`src/rtl/hsaf_pkg.sv`:
```
// Shared sizing, phase lengths and state encoding for the HSAF-LMS
// time-multiplexed sequencer.
package hsaf_pkg;

   localparam int unsigned L_ORD      = 32;
   localparam int unsigned Q_ORD      = 4;
   localparam int unsigned Q          = 13;
   localparam int unsigned SPAN_WIDTH = $clog2(Q + Q_ORD);
   localparam int unsigned AW         = $clog2(L_ORD);

   localparam int unsigned SPLINE_LEN = Q_ORD;
   localparam int unsigned LIN_LEN    = L_ORD;
   localparam int unsigned TOTAL_LAT  = 2 * Q_ORD + 2 * L_ORD + 3;

   typedef enum logic [3:0] {
      INIT,
      IDLE,
      SPLINE,
      TAPWR,
      LIN,
      ERR,
      WUPD,
      QUPD,
      DONE
   } state_t;

endpackage

```
`src/rtl/hsaf_circ_addr.sv`:
```
// Circular tap addressing: newest-first walk back from the write head,
// wrapping modulo the tap RAM depth.
module hsaf_circ_addr
   import hsaf_pkg::*;
(
   input  logic [AW-1:0] head,
   input  logic [AW-1:0] offset,
   output logic [AW-1:0] addr_c
);

   // AW-bit subtraction wraps naturally because L_ORD is a power of two
   assign addr_c = head - offset;

endmodule

```
`src/rtl/hsaf_tdm_sequencer.sv`:
```
// Control FSM for the HSAF-LMS datapath: sequences spline interpolation,
// tap write, linear FIR, error latch and both weight updates per sample.
module hsaf_tdm_sequencer
   import hsaf_pkg::*;
(
   input  logic                  clk,
   input  logic                  reset,
   input  logic                  in_valid,
   output logic                  in_ready,
   input  logic [SPAN_WIDTH-1:0] span_ind,
   output logic                  out_valid,
   input  logic                  out_ready,
   output logic                  mac_clr,
   output logic                  mac_en,
   output logic                  mac_src,
   output logic [AW-1:0]         tap_addr,
   output logic                  tap_we,
   output logic [AW-1:0]         coef_addr,
   output logic                  w_we,
   output logic [SPAN_WIDTH-1:0] qw_addr,
   output logic                  qw_we,
   output logic [1:0]            u_idx,
   output logic                  err_latch,
   output logic                  init_mode,
   output logic                  span_sat
);

   localparam logic [AW-1:0]         SPLINE_LAST = AW'(SPLINE_LEN - 1);
   localparam logic [AW-1:0]         LIN_LAST    = AW'(LIN_LEN - 1);
   localparam logic [AW:0]           QRAM_DEPTH  = (AW + 1)'(Q + Q_ORD);
   localparam logic [SPAN_WIDTH-1:0] SPAN_MAX    = SPAN_WIDTH'(Q);

   state_t                  state, state_d;
   logic [AW-1:0]           cnt, cnt_d;
   logic [AW-1:0]           head, head_d;
   logic [AW-1:0]           head_inc;
   logic [AW-1:0]           circ_addr;
   logic [SPAN_WIDTH-1:0]   sp, sp_d;
   logic [SPAN_WIDTH-1:0]   qw_span_addr;
   logic                    span_sat_d;

   assign head_inc     = head + AW'(1);
   assign qw_span_addr = sp + SPAN_WIDTH'(cnt);

   hsaf_circ_addr u_circ_addr (
      .head   (head),
      .offset (cnt),
      .addr_c (circ_addr)
   );

   always_ff @(posedge clk) begin
      if (reset) begin
         state    <= INIT;
         cnt      <= '0;
         head     <= '0;
         sp       <= '0;
         span_sat <= 1'b0;
      end else begin
         state    <= state_d;
         cnt      <= cnt_d;
         head     <= head_d;
         sp       <= sp_d;
         span_sat <= span_sat_d;
      end
   end

   // Strobes are held low for as long as reset is asserted
   always_comb begin
      state_d    = state;
      cnt_d      = cnt + AW'(1);
      head_d     = head;
      sp_d       = sp;
      span_sat_d = 1'b0;
      in_ready   = 1'b0;
      out_valid  = 1'b0;
      mac_clr    = 1'b0;
      mac_en     = 1'b0;
      mac_src    = 1'b0;
      tap_addr   = '0;
      tap_we     = 1'b0;
      coef_addr  = '0;
      w_we       = 1'b0;
      qw_addr    = '0;
      qw_we      = 1'b0;
      u_idx      = '0;
      err_latch  = 1'b0;
      init_mode  = 1'b0;

      if (!reset) begin
         unique case (state)
            INIT: begin
               init_mode = 1'b1;
               tap_we    = 1'b1;
               w_we      = 1'b1;
               tap_addr  = cnt;
               coef_addr = cnt;
               if ({1'b0, cnt} < QRAM_DEPTH) begin
                  qw_we   = 1'b1;
                  qw_addr = SPAN_WIDTH'(cnt);
               end
               if (cnt == LIN_LAST) begin
                  state_d = IDLE;
                  cnt_d   = '0;
               end
            end
            IDLE: begin
               in_ready = 1'b1;
               cnt_d    = '0;
               if (in_valid) begin
                  state_d    = SPLINE;
                  sp_d       = (span_ind > SPAN_MAX) ? SPAN_MAX : span_ind;
                  span_sat_d = (span_ind > SPAN_MAX);
               end
            end
            SPLINE: begin
               mac_en  = 1'b1;
               mac_clr = (cnt == '0);
               qw_addr = qw_span_addr;
               u_idx   = 2'(cnt);
               if (cnt == SPLINE_LAST) begin
                  state_d = TAPWR;
                  cnt_d   = '0;
               end
            end
            TAPWR: begin
               tap_we   = 1'b1;
               tap_addr = head_inc;
               head_d   = head_inc;
               state_d  = LIN;
               cnt_d    = '0;
            end
            LIN: begin
               mac_src   = 1'b1;
               mac_en    = 1'b1;
               mac_clr   = (cnt == '0);
               tap_addr  = circ_addr;
               coef_addr = cnt;
               if (cnt == LIN_LAST) begin
                  state_d = ERR;
                  cnt_d   = '0;
               end
            end
            ERR: begin
               err_latch = 1'b1;
               state_d   = WUPD;
               cnt_d     = '0;
            end
            WUPD: begin
               w_we      = 1'b1;
               tap_addr  = circ_addr;
               coef_addr = cnt;
               if (cnt == LIN_LAST) begin
                  state_d = QUPD;
                  cnt_d   = '0;
               end
            end
            QUPD: begin
               qw_we   = 1'b1;
               qw_addr = qw_span_addr;
               u_idx   = 2'(cnt);
               if (cnt == SPLINE_LAST) begin
                  state_d = DONE;
                  cnt_d   = '0;
               end
            end
            DONE: begin
               out_valid = 1'b1;
               cnt_d     = '0;
               if (out_ready) begin
                  state_d = IDLE;
               end
            end
            default: begin
               state_d = INIT;
               cnt_d   = '0;
            end
         endcase
      end
   end

endmodule

```
`config.mk`:
```
export PLATFORM = sky130hd
export DESIGN_NAME = hsaf_tdm_sequencer
export DESIGN_NICKNAME = d
export VERILOG_FILES = /design/src/rtl/hsaf_pkg.sv /design/src/rtl/hsaf_circ_addr.sv /design/src/rtl/hsaf_tdm_sequencer.sv
export SDC_FILE = /design/constraint.sdc
export NUM_CORES = 1
export LEC_CHECK = 0
export ABC_AREA = 1
export BUFFER_PORTS_ARGS = -buffer_cell sky130_fd_sc_hd__buf_4
export CAP_MARGIN = 20
export CORE_ASPECT_RATIO = 1.75
export CORE_MARGIN = 2
export CORE_UTILIZATION = 49
export DETAILED_ROUTE_END_ITERATION = 8
export PLACE_DENSITY = 0.81
export SYNTH_ARGS = -nofsm -noshare
export SYNTH_HDL_FRONTEND = slang
export SYNTH_SLANG_ARGS = --single-unit
```
`constraint.sdc`:
```
create_clock -name clk -period 1.7 [get_ports clk]
set_input_delay 0.34 -clock clk [delete_from_list [all_inputs] [get_ports clk]]
set_output_delay 0.34 -clock clk [all_outputs]
set_load 0.1 [all_outputs]
```
==> results of run 1 <==
[cells by family after synthesis]
family,count (synthesis),share of synthesized area
AO/OA/AOI/OAI,41,0.1434
XOR/XNOR,3,0.01628
adder cells (fa/ha/maj),14,0.1178
buffers and inverters,43,0.1008
flip-flops,20,0.2481
AND/OR/NAND/NOR,128,0.3737
[through the flow]
stage               cell area, um^2    util  setup slack [ns]
floorplan                      2091       -           -0.4589
detailed placement             2810  0.8945           -0.4387
global placement               2810  0.8945           -0.3308
[Yosys cell counts (3+ instances only)]
master / count / share of area
a21oi_1: 21 / 0.065
a31oi_1: 3 / 0.012
dfxtp_1: 20 / 0.25
ha_1: 12 / 0.093
inv_1: 37 / 0.086
nand2_1: 44 / 0.10
nand2_2: 3 / 0.012
nand3_1: 21 / 0.065
nand3b_1: 5 / 0.023
nor2_1: 36 / 0.084
nor3_1: 8 / 0.025
o21ai_0: 10 / 0.031
==> impl_metrics.py, run 1 <==
metrics = {
    "clocking": {
        "postCtsSetupBuffers": 12,
        "ctsHoldBuffers": 0,
        "ctsResizeCount": 143,
        "cts.sinks": 20,
        "clockBufferDepth": 2,
        "cts_made_buffers": 3,
        "cts-root-buf": "clkbuf_8",
        "h-tree-depth": 1,
    },
    "run_status": {
        "run_status": "stopped before the end",
        "error_line": "[ERROR DPL-0038] Utilization greater than 100%, impossible to legalize",
        "haltStage": "clock tree synthesis (4_1_cts)",
    },
    "synth": {
        "synth_area_um2": 1614,
        "synthFlopType": "dfxtp_1",
        "synthCells": 249,
        "syn_nets": 272,
        "synth-async-reset-ratio": 0,
        "synth_edf_count": 0,
        "yosysUniqueCellTypes": 32,
        "ys_seq_area_frac": 0.2481,
        "synth.avg_cell_area_um2": 6.482,
        "ys_warn_count": 0,
        "ys_seq_elements": 20,
    },
    "place": {
        "dpl.hpwl_mm": 5.078,
        "portBuffers": 36,
        "dp.cells": 378,
        "gp_congestion": 0.8480,
    },
    "die": {
        "row_count": 27,
        "pin_count": 37,
        "die_w_um": 47.39,
        "die_h_um": 79.93,
        "initial_core_util": 0.5137,
    },
}
==> run 2, diff against run 1 <==
--- a/config.mk
+++ b/config.mk
@@ -8,11 +8,10 @@
 export ABC_AREA = 1
 export BUFFER_PORTS_ARGS = -buffer_cell sky130_fd_sc_hd__buf_4
 export CAP_MARGIN = 20
-export CORE_ASPECT_RATIO = 1.75
 export CORE_MARGIN = 2
-export CORE_UTILIZATION = 49
+export CORE_UTILIZATION = 40
 export DETAILED_ROUTE_END_ITERATION = 8
-export PLACE_DENSITY = 0.81
+export PLACE_DENSITY_LB_ADDON = 0.15
 export SYNTH_ARGS = -nofsm -noshare
 export SYNTH_HDL_FRONTEND = slang
 export SYNTH_SLANG_ARGS = --single-unit
==> constraint.sdc (replaced) <==
create_clock -name clk -period 2.21 [get_ports clk]
set_input_delay 0.442 -clock clk [delete_from_list [all_inputs] [get_ports clk]]
set_output_delay 0.442 -clock clk [all_outputs]
set_load 0.1 [all_outputs]
==> run 2 against run 1 <==
  * The flow now finishes, with violations (negative setup slack)
  * Synthesized cell count did not move
  * Area after synthesis stayed put
==> impl_metrics.py, run 2 <==
metrics = {
    "clocking": {
        "ctsHoldBuffers": 0,
        "cts_made_buffers": 3,
        "cts.sinks": 20,
        "tritoncts": "built",
        "h-tree-depth": 1,
        "clk_latency_ns": 0.26,
        "path_clk_slew_ns": 0.09,
        "cts-root-buf": "clkbuf_8",
        "clockBufferDepth": 2,
    },
    "timing": {
        "slew_viol_final": 0,
        "fin_crit_sh": 1.078,
        "fmax_mhz": 419.8,
        "worst_slack_ns": -0.1723,
        "finalHoldViolations": 0,
        "skew_ns": 0.005164,
        "tightest_slew_ns": 0.3230,
        "setup_tns_ns": -0.4454,
        "finalSetupViolations": 4,
        "slew_headroom": 0.7840,
        "finalCriticalPeriod_ns": 2.382,
        "rsz0062_at_grt": "true",
    },
    "die": {
        "initial_core_util": 0.4094,
        "row_count": 23,
        "coreArea_um2": 3943,
        "die_w_um": 67.52,
        "pin_count": 37,
        "die_h_um": 67.52,
        "dieArea_um2": 4559,
    },
    "synth": {
        "synth_area_um2": 1614,
        "ys_seq_area_frac": 0.2481,
        "yosys-top-cells-count": "nand2_1, inv_1, nor2_1, a21oi_1, nand3_1",
        "synth.avg_cell_area_um2": 6.482,
        "synthFlopType": "dfxtp_1",
        "synth_edf_count": 0,
        "ys_seq_elements": 20,
        "ys_top_cells_by_area": "dfxtp_1, nand2_1, ha_1",
        "yosysUniqueCellTypes": 32,
        "ys_warn_count": 0,
        "syn_nets": 272,
        "synth_top_area_frac": 0.2481,
        "yosysTopAreaCell": "dfxtp_1",
        "synth.most_common_cell": "nand2_1",
        "synthCells": 249,
        "synth-async-reset-ratio": 0,
    },
    "routing": {
        "wire_per_inst_um": 14.02,
        "vias": 1819,
        "drt-initial-drc-count": 84,
        "ant_nets": 0,
        "dr.pass1.iters": 4,
        "drcViolationCount": 0,
        "viasPerCell": 5.110,
        "totalWireLength_mm": 4.990,
    },
    "final_layout": {
        "fin_cells": 356,
        "fill_cells": 321,
        "layout_commonest_cell": "buf_4",
        "fin_nets": 330,
        "register_area_um2": 427.9,
        "final_core_util": 0.6738,
        "diodes": 0,
        "top_regs": "cnt (5), head (5), sp (5)",
        "most-common-layout-cells": "buf_4, nand2_1, inv_1",
        "area_delta_synth_final_pct": 64.57,
        "multiInputGateArea_um2": 1386,
        "drive_gt1_frac": 0.4641,
    },
    "worst_setup_path": {
        "critical_path_class": "reg -> out",
        "cp.required_ns": 1.77,
        "startpoint_type": "flip-flop",
        "worstReg2RegEnd": "state[2]",
        "arrival_ns": 1.94,
        "reg2reg_slack_ns": 0.35,
        "r2r-start": "cnt[0]",
        "path_max_fanout": 3,
        "end_kind": "primary output",
        "reg2regPathDepth": 9,
    },
    "pwr": {
        "pwr-share-comb": 0.664,
        "switching_share": 0.5387,
        "p_int_mw": 1.255,
        "power_density_nw_per_um2": 1024,
        "p_sw_mw": 1.465,
        "peakVddDrop_mv": 0.5018,
        "p_total_mw": 2.720,
        "power_frac_seq": 0.196,
        "p_leak_nw": 1.101,
        "power_frac_clock": 0.141,
    },
    "global_route": {
        "grt_pass1_vias": 1649,
        "grt_first_pass_wirelength_mm": 7.935,
        "grt_max_degree": 13,
        "grt_overflow": 0,
        "antenna_found_initial": 0,
        "grtUsageTotal": 0.2308,
    },
    "min_path": {
        "hold_path_end": "sp[0]",
        "min-delay-start": "span_ind[0]",
        "hold_path.class": "in -> reg",
        "hold_depth": 3,
    },
    "run_status": {
        "run_status": "finished, violations left",
        "violations": "negative setup slack",
    },
    "place": {
        "portBuffers": 36,
        "gp_congestion": 0.8865,
        "dp.cells": 347,
        "dpl.hpwl_mm": 3.712,
    },
    "job": {
        "drv_cap": 0,
    },
}
==> run 2: cell counts after synthesis <==
No cell type changed its count.
==> run 2: through the flow <==
step	hold slack, ns	instance area [um^2]	setup WS (ns)
4_1_cts	0.4101	2469	-0.1395
2_1_floorplan	0.4438	1826	-0.3714
3_3_place_gp	0.4569	2262	0.07173
6_report	0.4146	2656	-0.1723
3_5_place_dp	0.4627	2262	0.03035
5_1_grt	0.4378	2656	-0.2333
==> run 2: final cells by class <==
type / count / area share
Multi-Input combinational cell: 186 / 0.5219
Timing Repair Buffer: 57 / 0.2087
Sequential cell: 20 / 0.1611
Inverter: 39 / 0.05794
Tap cell: 50 / 0.02355
Clock buffer: 3 / 0.01554
Clock inverter: 1 / 0.01130
==> run 2: power by group through the flow <==
| stage | clock network, mW | registers [mW] | logic [mW] |
|---|---|---|---|
| 2_1_floorplan | 0 | 0.510 | 1.20 |
| 4_1_cts | 0.387 | 0.513 | 1.67 |
| 6_report | 0.382 | 0.532 | 1.81 |
| 3_3_place_gp | 0 | 0.514 | 1.59 |
| 5_1_grt | 0.397 | 0.541 | 1.95 |
| 3_5_place_dp | 0 | 0.515 | 1.61 |
==> run 2: worst max-delay path by stage <==
| stage | from | end | slack [ns] | depth (start not counted) |
|---|---|---|---|---|
| detailed placement | head[0] | tap_addr[4] | 0.03 | 9 |
| finish | cnt[0] | qw_addr[4] | -0.17 | 8 |
| CTS | cnt[0] | tap_addr[4] | -0.14 | 8 |
| global placement | head[0] | tap_addr[4] | 0.07 | 9 |
| global route | head[0] | tap_addr[4] | -0.23 | 9 |
| floorplan | state[1] | mac_en | -0.37 | 5 |
==> run 2: what timing repair did <==
action                                  in CTS  in global routing
pin swaps                                    6                 11
buffers inserted                             1                  4
resized for setup                           36                 39
endpoints found under the setup margin      13                 16
==> run 2: cell families (layout without fill, tap and decap cells) <==
kind of cell | after synthesis | count (layout) | synth area share
simple gates | 128 | 128 | 0.3737
buf+inv | 43 | 100 | 0.1008
compound gates | 41 | 41 | 0.1434
flops | 20 | 20 | 0.2481
fa+ha+maj | 14 | 14 | 0.1178
xor+xnor | 3 | 3 | 0.01628
==> run 2: metal layers <==
layer | part of all wire | routed length [um] | global-route usage
met1 | 0.43 | 2125 | 0.3010
met2 | 0.52 | 2586 | 0.3922
met3 | 0.038 | 190 | 0.03167
met4 | 0.017 | 87 | 0.07143
met5 | 0 | 0 | 0
==> run 2: critical path, cell delays in order (launching register included) <==
cell and delay [ns]:
dfxtp_4 0.38, ha_4 0.17, fa_2 0.34, nand2_2 0.09
a21oi_1 0.08, o21ai_1 0.12, nand3_1 0.12, a21oi_4 0.19
buf_12 0.19
Power figures use the tool's default switching activity.
==> run 3, diff against run 2 <==
--- a/config.mk
+++ b/config.mk
@@ -12,6 +12,7 @@
 export CORE_UTILIZATION = 40
 export DETAILED_ROUTE_END_ITERATION = 8
 export PLACE_DENSITY_LB_ADDON = 0.15
+export REMOVE_ABC_BUFFERS = 1
 export SYNTH_ARGS = -nofsm -noshare
 export SYNTH_HDL_FRONTEND = slang
 export SYNTH_SLANG_ARGS = --single-unit
==> run 3 against run 2 <==
  * The run still ends with negative setup slack left
  * Non-clock buffer count did not move
  * Worst hold slack got worse by 0.0064 ns
  * Clock skew fell by 0.0021 ns
  * Setup slack improved by 0.035 ns
  * Critical path type unchanged
  * Largest cell class unchanged
==> impl_metrics.py, run 3 (synthesis results as in run 2) <==
metrics = {
    "run_status": {
        "violations": "negative setup slack",
        "run_status": "finished, violations left",
    },
    "global_route": {
        "grt_overflow": 0,
        "busiest_layer": "met2",
        "grtUsageTotal": 0.2061,
        "grt_util_met1": 0.2734,
        "grt_pass1_vias": 1577,
        "grt_use_met3": 0.03333,
        "grt_max_degree": 18,
        "antenna_found_initial": 0,
        "grt_first_pass_wirelength_mm": 7.162,
        "grt_use_met2": 0.3382,
    },
    "timing": {
        "fin_crit_sh": 1.062,
        "skew_ns": 0.003085,
        "tightest_slew_ns": 0.2726,
        "worst_slack_ns": -0.1368,
        "slew_viol_final": 0,
        "fmax_mhz": 426.1,
        "slew_headroom": 0.8181,
        "setup_tns_ns": -0.4777,
        "finalCriticalPeriod_ns": 2.347,
        "finalSetupViolations": 6,
        "finalHoldViolations": 0,
        "rsz0062_at_grt": "true",
    },
    "pwr": {
        "peakVddDrop_mv": 0.6176,
        "power_frac_seq": 0.201,
        "switching_share": 0.5355,
        "power_frac_clock": 0.151,
        "pwr-share-comb": 0.648,
        "power_density_nw_per_um2": 1029,
        "p_total_mw": 2.549,
        "p_leak_nw": 1.085,
        "p_int_mw": 1.184,
        "p_sw_mw": 1.365,
    },
    "die": {
        "coreArea_um2": 3943,
        "pin_count": 37,
        "dieArea_um2": 4559,
        "die_w_um": 67.52,
        "initial_core_util": 0.4094,
        "row_count": 23,
        "die_h_um": 67.52,
    },
    "clocking": {
        "path_clk_slew_ns": 0.09,
        "cts.sinks": 20,
        "cts_made_buffers": 3,
        "tritoncts": "built",
        "cts-root-buf": "clkbuf_8",
        "clockBufferDepth": 2,
        "h-tree-depth": 1,
        "clk_latency_ns": 0.27,
    },
    "worst_setup_path": {
        "slowest_delay_ns": 0.37,
        "path_max_fanout": 3,
        "startpoint_type": "flip-flop",
        "cpMaxStageDelayCell": "dfxtp_4",
        "cp_cell_sequence": "ha_4 -> fa_2 -> nand2_2 -> a21oi_2 -> o21ai_1 -> nand3_1 -> a21oi_2 -> buf_12",
        "end_kind": "primary output",
        "critical_path_class": "reg -> out",
        "crit_top_cell": "a21oi_2",
        "reg2reg_slack_ns": 0.19,
        "arrival_ns": 1.90,
        "cp.required_ns": 1.77,
    },
    "place": {
        "dp.cells": 347,
        "dpl.hpwl_mm": 3.405,
        "placed_area_um2": 2051,
        "portBuffers": 36,
        "gp_congestion": 0.8318,
    },
    "final_layout": {
        "final_cell_area_um2": 2477,
        "multiInputGateArea_um2": 1242,
        "most-common-layout-cells": "nand2_1, buf_4, inv_1, nor2_1, nand3_1",
        "fin_cells": 356,
        "drive_gt1_frac": 0.3791,
        "register_area_um2": 415.4,
        "diodes": 0,
        "fin_nets": 330,
        "area_delta_synth_final_pct": 53.49,
        "top_regs": "cnt (5), head (5), sp (5)",
        "fill_cells": 328,
    },
    "routing": {
        "vias": 1799,
        "viasPerCell": 5.053,
        "dr.pass1.iters": 4,
        "drt-initial-drc-count": 91,
        "ant_nets": 0,
        "drcViolationCount": 0,
        "wire_per_inst_um": 12.84,
        "totalWireLength_mm": 4.570,
    },
    "min_path": {
        "hold_path.class": "in -> reg",
    },
    "job": {
        "drv_cap": 0,
    },
}
run 3: cell types whose count changed in the layout (fill, tap and decap cells not counted), sizes merged:
| cell | change |
|---|---|
| buf | -2 |
| clkbuf | +2 |
| clkinvlp | -1 |
| inv | +1 |
run 3: worst max-delay path: cells and delay by family, from the launching register on:
family                     cells  cell delay, ns
adders and majority gates      2            0.51
DFF                            1            0.37
AOI/OAI and AO/OA              3            0.36
and+or+nand+nor                2            0.20
buffers and inverters          1            0.19
run 3: metrics by stage:
step                  util  worst slack [ns]  hold slack [ns]
floorplan                -            -1.691           0.4376
CTS                 0.5814           -0.1415           0.4088
global placement    0.5202         -0.007112           0.4561
finish              0.6284           -0.1368           0.4082
global route        0.6284           -0.2184           0.4423
detailed placement  0.5202          -0.02187           0.4620
run 3: worst paths after layout:
path	startpoint	endpoint	depth (start not counted)
worst max-delay path	cnt[0]	qw_addr[4]	8
worst min-delay path	span_ind[0]	sp[0]	3
worst max register to register	cnt[0]	state[2]	10
worst min register to register	sp[4]	sp[4]	2
run 3: power groups by stage:
stage,Combinational [mW],Clock (mW),Sequential (mW)
after floorplan,1.08,0,0.496
after global placement,1.43,0,0.490
after detailed placement,1.42,0,0.492
after CTS,1.53,0.387,0.497
after global routing,1.78,0.397,0.520
final,1.65,0.385,0.512
run 3: metal layers:
| layer | share of wire | up-vias |
|---|---|---|
| met1 | 0.47 | 823 |
| met3 | 0.033 | 8 |
| met4 | 0.015 | 0 |
| met5 | 0 | - |
| li1 | - | 932 |
| met2 | 0.48 | 36 |
run 3: cell type report:
| type | count | area share |
|---|---|---|
| clock buffer | 3 | 0.01667 |
| clock inverter | 1 | 0.01212 |
| inverter | 39 | 0.06162 |
| multi-input combinational | 186 | 0.5015 |
| sequential | 20 | 0.1677 |
| tap | 50 | 0.02525 |
| timing repair buffer | 57 | 0.2152 |
run 3: what timing repair did:
action                     in CTS  in global routing
gates resized for setup        42                 38
setup buffers                   4                  1
pin swaps                       7                 17
hold buffers                    0                  0
setup endpoints to repair      11                 21
gates cloned                    0                  0
